**src/rtl/ft_restore.sv**
```systemverilog
`default_nettype none
// ============================================================================
//  Module      : ft_restore
//  Description : Lockstep recovery engine. On a comparator mismatch it halts
//                both cores, drains their pipelines, copies every shadow-GPR
//                entry into both register files, reloads the saved PC and
//                releases the cores with a one-cycle resume pulse.
//  Revision    : 1.0 - initial release
// ============================================================================
module ft_restore #(
  parameter int ADDR_WIDTH   = 5,
  parameter int DATA_WIDTH   = 32,
  parameter int DRAIN_CYCLES = 4,
  parameter int SKIP_R0      = 1
) (
  input  logic                  clk_i,
  input  logic                  rst_i,
  input  logic                  error_i,
  input  logic [DATA_WIDTH-1:0] spc_i,
  output logic [ADDR_WIDTH-1:0] sgpr_raddr_o,
  input  logic [DATA_WIDTH-1:0] sgpr_rdata_i,
  output logic                  halt_o,
  output logic                  rf_we_o,
  output logic [ADDR_WIDTH-1:0] rf_waddr_o,
  output logic [DATA_WIDTH-1:0] rf_wdata_o,
  output logic                  pc_we_o,
  output logic [DATA_WIDTH-1:0] pc_o,
  output logic                  resume_o,
  output logic                  busy_o,
  output logic [7:0]            err_count_o
);

  localparam int                  c_num_regs   = 2 ** ADDR_WIDTH;
  localparam logic [ADDR_WIDTH-1:0] c_start    = (SKIP_R0 != 0) ? ADDR_WIDTH'(1) : '0;
  localparam logic [ADDR_WIDTH-1:0] c_last     = ADDR_WIDTH'(c_num_regs - 1);
  localparam logic [ADDR_WIDTH-1:0] c_addr_one = ADDR_WIDTH'(1);
  localparam int                  c_cnt_w      = (DRAIN_CYCLES > 1) ? $clog2(DRAIN_CYCLES) : 1;
  localparam logic [c_cnt_w-1:0]  c_drain_last = c_cnt_w'(DRAIN_CYCLES - 1);
  localparam logic [c_cnt_w-1:0]  c_cnt_one    = c_cnt_w'(1);

  typedef enum logic [2:0] {
    S_IDLE   = 3'd0,
    S_DRAIN  = 3'd1,
    S_COPY   = 3'd2,
    S_PC     = 3'd3,
    S_RESUME = 3'd4
  } state_t;

  state_t             r_state;
  logic [c_cnt_w-1:0] r_cnt;

  // Recovery sequencer; every output is a register updated here.
  // The write to address A is registered on the edge that ends the cycle in
  // which A is presented, so the first write leaves on the last drain edge.
  always_ff @(posedge clk_i) begin
    if (rst_i) begin
      r_state      <= S_IDLE;
      r_cnt        <= '0;
      sgpr_raddr_o <= '0;
      halt_o       <= 1'b0;
      rf_we_o      <= 1'b0;
      rf_waddr_o   <= '0;
      rf_wdata_o   <= '0;
      pc_we_o      <= 1'b0;
      pc_o         <= '0;
      resume_o     <= 1'b0;
      busy_o       <= 1'b0;
      err_count_o  <= '0;
    end else begin
      // Strobes are single-cycle unless re-asserted below.
      rf_we_o  <= 1'b0;
      pc_we_o  <= 1'b0;
      resume_o <= 1'b0;
      if (error_i) begin
        // New or repeated mismatch: (re)start the whole pass from the drain.
        // The safe PC is captured only when leaving idle, so an aborted pass
        // keeps restoring the PC of the original fault.
        if (err_count_o != 8'hFF) begin
          err_count_o <= err_count_o + 8'd1;
        end
        if (r_state == S_IDLE) begin
          pc_o <= spc_i;
        end
        r_state      <= S_DRAIN;
        r_cnt        <= '0;
        sgpr_raddr_o <= c_start;
        halt_o       <= 1'b1;
        busy_o       <= 1'b1;
      end else begin
        case (r_state)
          S_IDLE: begin
            halt_o <= 1'b0;
            busy_o <= 1'b0;
          end
          S_DRAIN: begin
            if (r_cnt == c_drain_last) begin
              r_state    <= S_COPY;
              rf_we_o    <= 1'b1;
              rf_waddr_o <= sgpr_raddr_o;
              rf_wdata_o <= sgpr_rdata_i;
              if (sgpr_raddr_o != c_last) begin
                sgpr_raddr_o <= sgpr_raddr_o + c_addr_one;
              end
            end else begin
              r_cnt <= r_cnt + c_cnt_one;
            end
          end
          S_COPY: begin
            if (rf_waddr_o == c_last) begin
              // Last register is on the bus this cycle; load the PC next.
              r_state <= S_PC;
              pc_we_o <= 1'b1;
            end else begin
              rf_we_o    <= 1'b1;
              rf_waddr_o <= sgpr_raddr_o;
              rf_wdata_o <= sgpr_rdata_i;
              if (sgpr_raddr_o != c_last) begin
                sgpr_raddr_o <= sgpr_raddr_o + c_addr_one;
              end
            end
          end
          S_PC: begin
            r_state  <= S_RESUME;
            halt_o   <= 1'b0;
            resume_o <= 1'b1;
          end
          S_RESUME: begin
            r_state <= S_IDLE;
            busy_o  <= 1'b0;
          end
          default: begin
            r_state <= S_IDLE;
            halt_o  <= 1'b0;
            busy_o  <= 1'b0;
          end
        endcase
      end
    end
  end

endmodule
`default_nettype wire

```
**config.mk**
```make
export PLATFORM = sky130hd
export DESIGN_NAME = ft_restore
export DESIGN_NICKNAME = d
export VERILOG_FILES = /design/src/rtl/ft_restore.sv
export SDC_FILE = /design/constraint.sdc
export NUM_CORES = 1
export LEC_CHECK = 0
export CAP_MARGIN = 10
export CORE_AREA = 2 2 96 98
export DETAILED_ROUTE_END_ITERATION = 6
export DIE_AREA = 0 0 98 100
export PLACE_DENSITY = 0.76
export SYNTH_ARGS = -nofsm -noshare
export SYNTH_HDL_FRONTEND = slang
export SYNTH_SLANG_ARGS = --single-unit
```
**constraint.sdc**
```tcl
create_clock -name clk_i -period 2 [get_ports clk_i]
set_clock_uncertainty 0.1 [all_clocks]
set_input_delay 0.2 -clock clk_i [delete_from_list [all_inputs] [get_ports clk_i]]
set_output_delay 0.2 -clock clk_i [all_outputs]
set_load 0.01 [all_outputs]
```
# After elaboration in Yosys (flattened, before gate mapping)
# Cells that the tools add are included.
[totals]
in_bits = 67
word_cells = 77
latch_bits = 0
ram_bits = 0
out_inout_bits = 87
memories = 0
ff_bits = 92
mem_bits_ro = 0
[classes]
reduce_logical = 15
n_addsub = 3
order_cmp = 0
n_shift = 0
n_bitwise = 4
n_mux = 24
n_eq_ne = 17
n_div = 0
n_mul = 0
[op_table]
columns = ["cell", "n"]
rows = [
  ["32-bit 2-to-1 mux", 2],
  ["32-bit one-hot mux with 2 select lines", 1],
  ["5-bit 2-to-1 mux", 5],
  ["5-bit one-hot mux with 2 select lines", 2],
  ["3-bit one-hot mux with 4 select lines", 1],
  ["3-bit AND reduction", 4],
  ["1-bit 2-to-1 mux", 10],
  ["3-bit != test, second input constant", 3],
  ["3-bit OR reduction", 3],
  ["8-bit by 1-bit adder with 8-bit output, second input constant", 1],
  ["2-bit != test, second input constant", 4],
  ["8-bit != test, second input constant", 1],
  ["3-bit by 2-bit equality test with 1-bit output, second input constant", 2],
  ["3-bit 2-to-1 mux", 2],
  ["2-bit AND reduction", 3],
  ["5-bit by 1-bit adder with 5-bit output, second input constant", 1],
  ["5-bit equality test, second input constant", 1],
  ["5-bit != test, second input constant", 1],
  ["2-bit by 1-bit != test with 1-bit output, second input constant", 2],
  ["1-bit inverter", 4],
  ["4-bit AND reduction", 1],
  ["3-bit by 1-bit equality test with 1-bit output, second input constant", 1],
  ["3-bit equality test, second input constant", 1],
  ["3-bit zero test", 1],
  ["other kinds (6)", 6],
]

# Depth between registers and ports, before layout
[logic_depth]
ltp_word = 5
depth_mapped = 7
depth_no_buf = 7

# Least setup slack after synthesis
# No wires, ideal clock.
[synth_timing]
path_type = "reg-to-reg"
from = "register sgpr_raddr_o[0]"
to = "register sgpr_raddr_o[3]"
period_less_slack_ns = 1.818
path_slack_ns = 0.182
arrival_time_ns = 1.648
required_ns = 1.830
stages_incl_launch_ff = 8
n_path_buf = 0
cell_sequence = "dfxtp_1 > ha_1 > and3_1 > ha_1 > nor2_1 > o221ai_2 > or3_1 > a21oi_1"
[synth_via]
elab_chain_len = 4
elab_cells_between_ends = 6
[synth_rtl]
columns = ["item", "line", "rtl"]
rows = [
  ["start: declaration", "20", "output logic [ADDR_WIDTH-1:0] sgpr_raddr_o,"],
  ["start signal: assignment", "86", "sgpr_raddr_o <= c_start;"],
  ["start signal: assignment", "102", "sgpr_raddr_o <= sgpr_raddr_o + c_addr_one;"],
  ["start signal: assignment", "118", "sgpr_raddr_o <= sgpr_raddr_o + c_addr_one;"],
  ["5-bit by 1-bit adder with 5-bit output / 5-bit != test (equally long branches)", "n/a", ""],
  ["5-bit 2-to-1 mux *", "101, 117", ""],
  ["5-bit 2-to-1 mux, on equally long branches", "109, 96", ""],
  ["5-bit one-hot mux with 2 select lines *", "90", "case (r_state)"],
]
# Mark *: on every way between the ends. The rest lies on a longest branch, timed or not. The select of a mux whose other input is x is not followed.
# A chain may end at the register's enable or synchronous reset.

# Worst setup path after layout
# Same ends and word-level chain as after synthesis.

==> flow_summary.json <==
{
  "num_io_pins": 154,
  "final_common_cell": "clkdlybuf4s50_1",
  "grt_max_degree": 38,
  "cap_violations": 0,
  "post-route-min-period_ns": 1.88,
  "finalSetupTns_ns": 0,
  "postCtsSetupBuffers": 0,
  "tightestPinTransition_ns": 0.515,
  "final_cell_mix": "clkdlybuf4s50_1, nand2_1, dfxtp_1, a21oi_1, nor2_1",
  "overflow": 0,
  "vias_per_cell": 4.88,
  "cts.path.max_buffers": 2,
  "cts_num_sinks": 92,
  "drtAntennaViolNets": 0,
  "rows": 35,
  "peakVddDrop_uv": 314,
  "drc": 0,
  "syn-num-nets": 489,
  "antennaDiodeCount": 0,
  "die_x_um": 98,
  "stdcell_area_um2": 5310,
  "drive_above_1_share_pct": 6.13,
  "rsz0062_at_grt": "no",
  "cts_root_buf": "clkbuf_8",
  "ys_ff_latch": 92,
  "dieArea_um2": 9800,
  "clock_latency_ns": 0.34,
  "hold_viol": 0,
  "syn_area_per_cell_um2": 8.21,
  "power.density_nw_per_um2": 681,
  "wl_mm": 9.08,
  "yosys.area_share.adder_pct": 1.46,
  "hold_path.class": "input pin to flip-flop",
  "vias": 3326,
  "slew_headroom_pct": 65.6,
  "finalPower_uw": 3610,
  "ys_types": 37,
  "clk_pin_slew_worst_paths_ns": 0.09,
  "setup_violations": 0,
  "nNetsFinal": 638,
  "die_h_um": 100,
  "crit_type": "flip-flop to flip-flop",
  "dr.first_iter.drc_count": 122,
  "critPathMaxFanout": 9,
  "fmax_mhz": 533,
  "numPortBuffers": 153,
  "gp_congestion": 0.782,
  "start_util_pct": 38.6,
  "syn_area_um2": 3430,
  "arrival_ns": 2.05,
  "synth_compound_area_share_pct": 15.2,
  "drv_slew": 0,
  "grt_use_total_pct": 18.5,
  "synth_top_family_by_area": "simple AND/OR/NAND/NOR gates",
  "ys_seq_area_share_pct": 53.6,
  "coreArea_um2": 8890,
  "fin_crit_sh_pct": 93.8,
  "grt_pass1_vias": 3204,
  "worstSetupEndpointType": "flip-flop",
  "critPathRequiredTime_ns": 2.17,
  "grt_pass1_wl_mm": 14.9,
  "antenna_found_initial": 0,
  "post_drt_wl_per_cell_um": 13.3,
  "yosys.area_share.simple_pct": 23.4,
  "muxShareOfSynthArea_pct": 0.583,
  "syn_inst": 418,
  "p_leak_uw": 0.00189,
  "numCtsBuffers": 9,
  "hpwlAfterDp_mm": 6.62,
  "syn_to_final_growth_pct": 54.7,
  "placed_cell_area_um2": 5100,
  "status": "complete, no violations",
  "synth_warnings": 0,
  "cts_tree": "yes",
  "worst_setup_path_start_kind": "flip-flop",
  "synth_xor_area_share_pct": 1.28,
  "htreeDepth": 3,
  "drtPass1Iterations": 4
}
## power by group
part	total (uW)	switching [uW]	internal [uW]
combinational	466	190	275
clock	1220	619	604
sequential	1930	37.3	1890
total	3610	846	2770
## cells in the mapped netlist, drive strengths merged
master / instances / area (um^2)
and3: 3 / 18.8
and2b: 1 / 8.76
nor3: 2 / 10.0
or4: 1 / 7.51
o21ai: 5 / 25.0
or3: 3 / 18.8
nor2: 16 / 60.1
ha: 4 / 50.1
o211ai: 1 / 7.51
o221a: 1 / 11.3
inv: 3 / 11.3
nand3: 6 / 30.0
a211oi: 2 / 15.0
and4: 2 / 17.5
xor2: 4 / 35.0
nand2: 147 / 552
mux2i: 2 / 20.0
nand4: 4 / 25.0
o22ai: 1 / 6.26
a41o: 1 / 10.0
nor3b: 1 / 7.51
nor4: 3 / 25.0
buf: 15 / 97.6
a31oi: 2 / 12.5
clkbuf: 12 / 45.0
and3b: 1 / 8.76
nor2b: 1 / 6.26
a21oi: 77 / 385
o21a: 1 / 7.51
or2: 1 / 6.26
xnor2: 1 / 8.76
o221ai: 2 / 41.3
dfxtp: 92 / 1840
## per-stage QoR
stage | hold slack, ns | instances | util [%] | worst slack [ns]
floorplan | 0.236 | 418 | - | 0.182
global placement | 0.340 | 667 | 57.4 | 0.119
detailed placement | 0.346 | 667 | 57.4 | 0.110
CTS | 0.217 | 682 | 59.6 | 0.0992
global route | 0.238 | 682 | 59.7 | 0.00439
finish | 0.234 | 682 | 59.7 | 0.124
## final cells by class
cell class	count	area [um^2]
fill	803	3580
sequential	92	1840
timing repair buffer	165	1670
multi-input combinational	296	1460
clock buffer	11	141
tap	111	139
clock inverter	4	50.0
inverter	3	11.3
## layer usage
layer / global-route usage (%) / share of wire, % / vias to the layer above
li1: - / - / 1687
met5: 0 / 0 / -
met2: 32.0 / 51 / 67
met4: 7.16 / 1.3 / 0
met3: 3.06 / 3.9 / 9
met1: 23.2 / 44 / 1563
## worst max-delay path, stage by stage (launching register included)
cell	delay [ns]
dfxtp_1	0.32
ha_1	0.20
and3_1	0.19
ha_1	0.19
nor2_2	0.12
o221ai_4	0.16
or3_1	0.38
a21oi_1	0.14
## logic make-up after synthesis
logic type | after synthesis
simple gates | 192
compound gates | 93
flops | 92
buf+inv | 30
xor+xnor | 5
fa+ha+maj | 4
mux | 2
## flip-flops by register name, summed over array words and instances (netlist names)
signal        flops
pc_o             32
rf_wdata_o       32
err_count_o       8
rf_waddr_o        5
sgpr_raddr_o      5
r_state           3
r_cnt             2
busy_o            1
halt_o            1
pc_we_o           1
resume_o          1
rf_we_o           1
## final timing paths
check / endpoint / start / depth (start not counted) / slack (ns)
min reg2reg: rf_wdata_o[5] / rf_wdata_o[5] / 2 / 0.36
max reg2reg: sgpr_raddr_o[3] / sgpr_raddr_o[0] / 7 / 0.12
min: rf_wdata_o[5] / rst_i / 2 / 0.23
max: sgpr_raddr_o[3] / sgpr_raddr_o[0] / 7 / 0.12
## timing repair
item                                    in CTS  in global routing
hold endpoints to repair                     0                  0
hold buffers                                 0                  0
resized for setup                            0                  2
endpoints found under the setup margin       0                  2
Power figures use the tool's default switching activity.
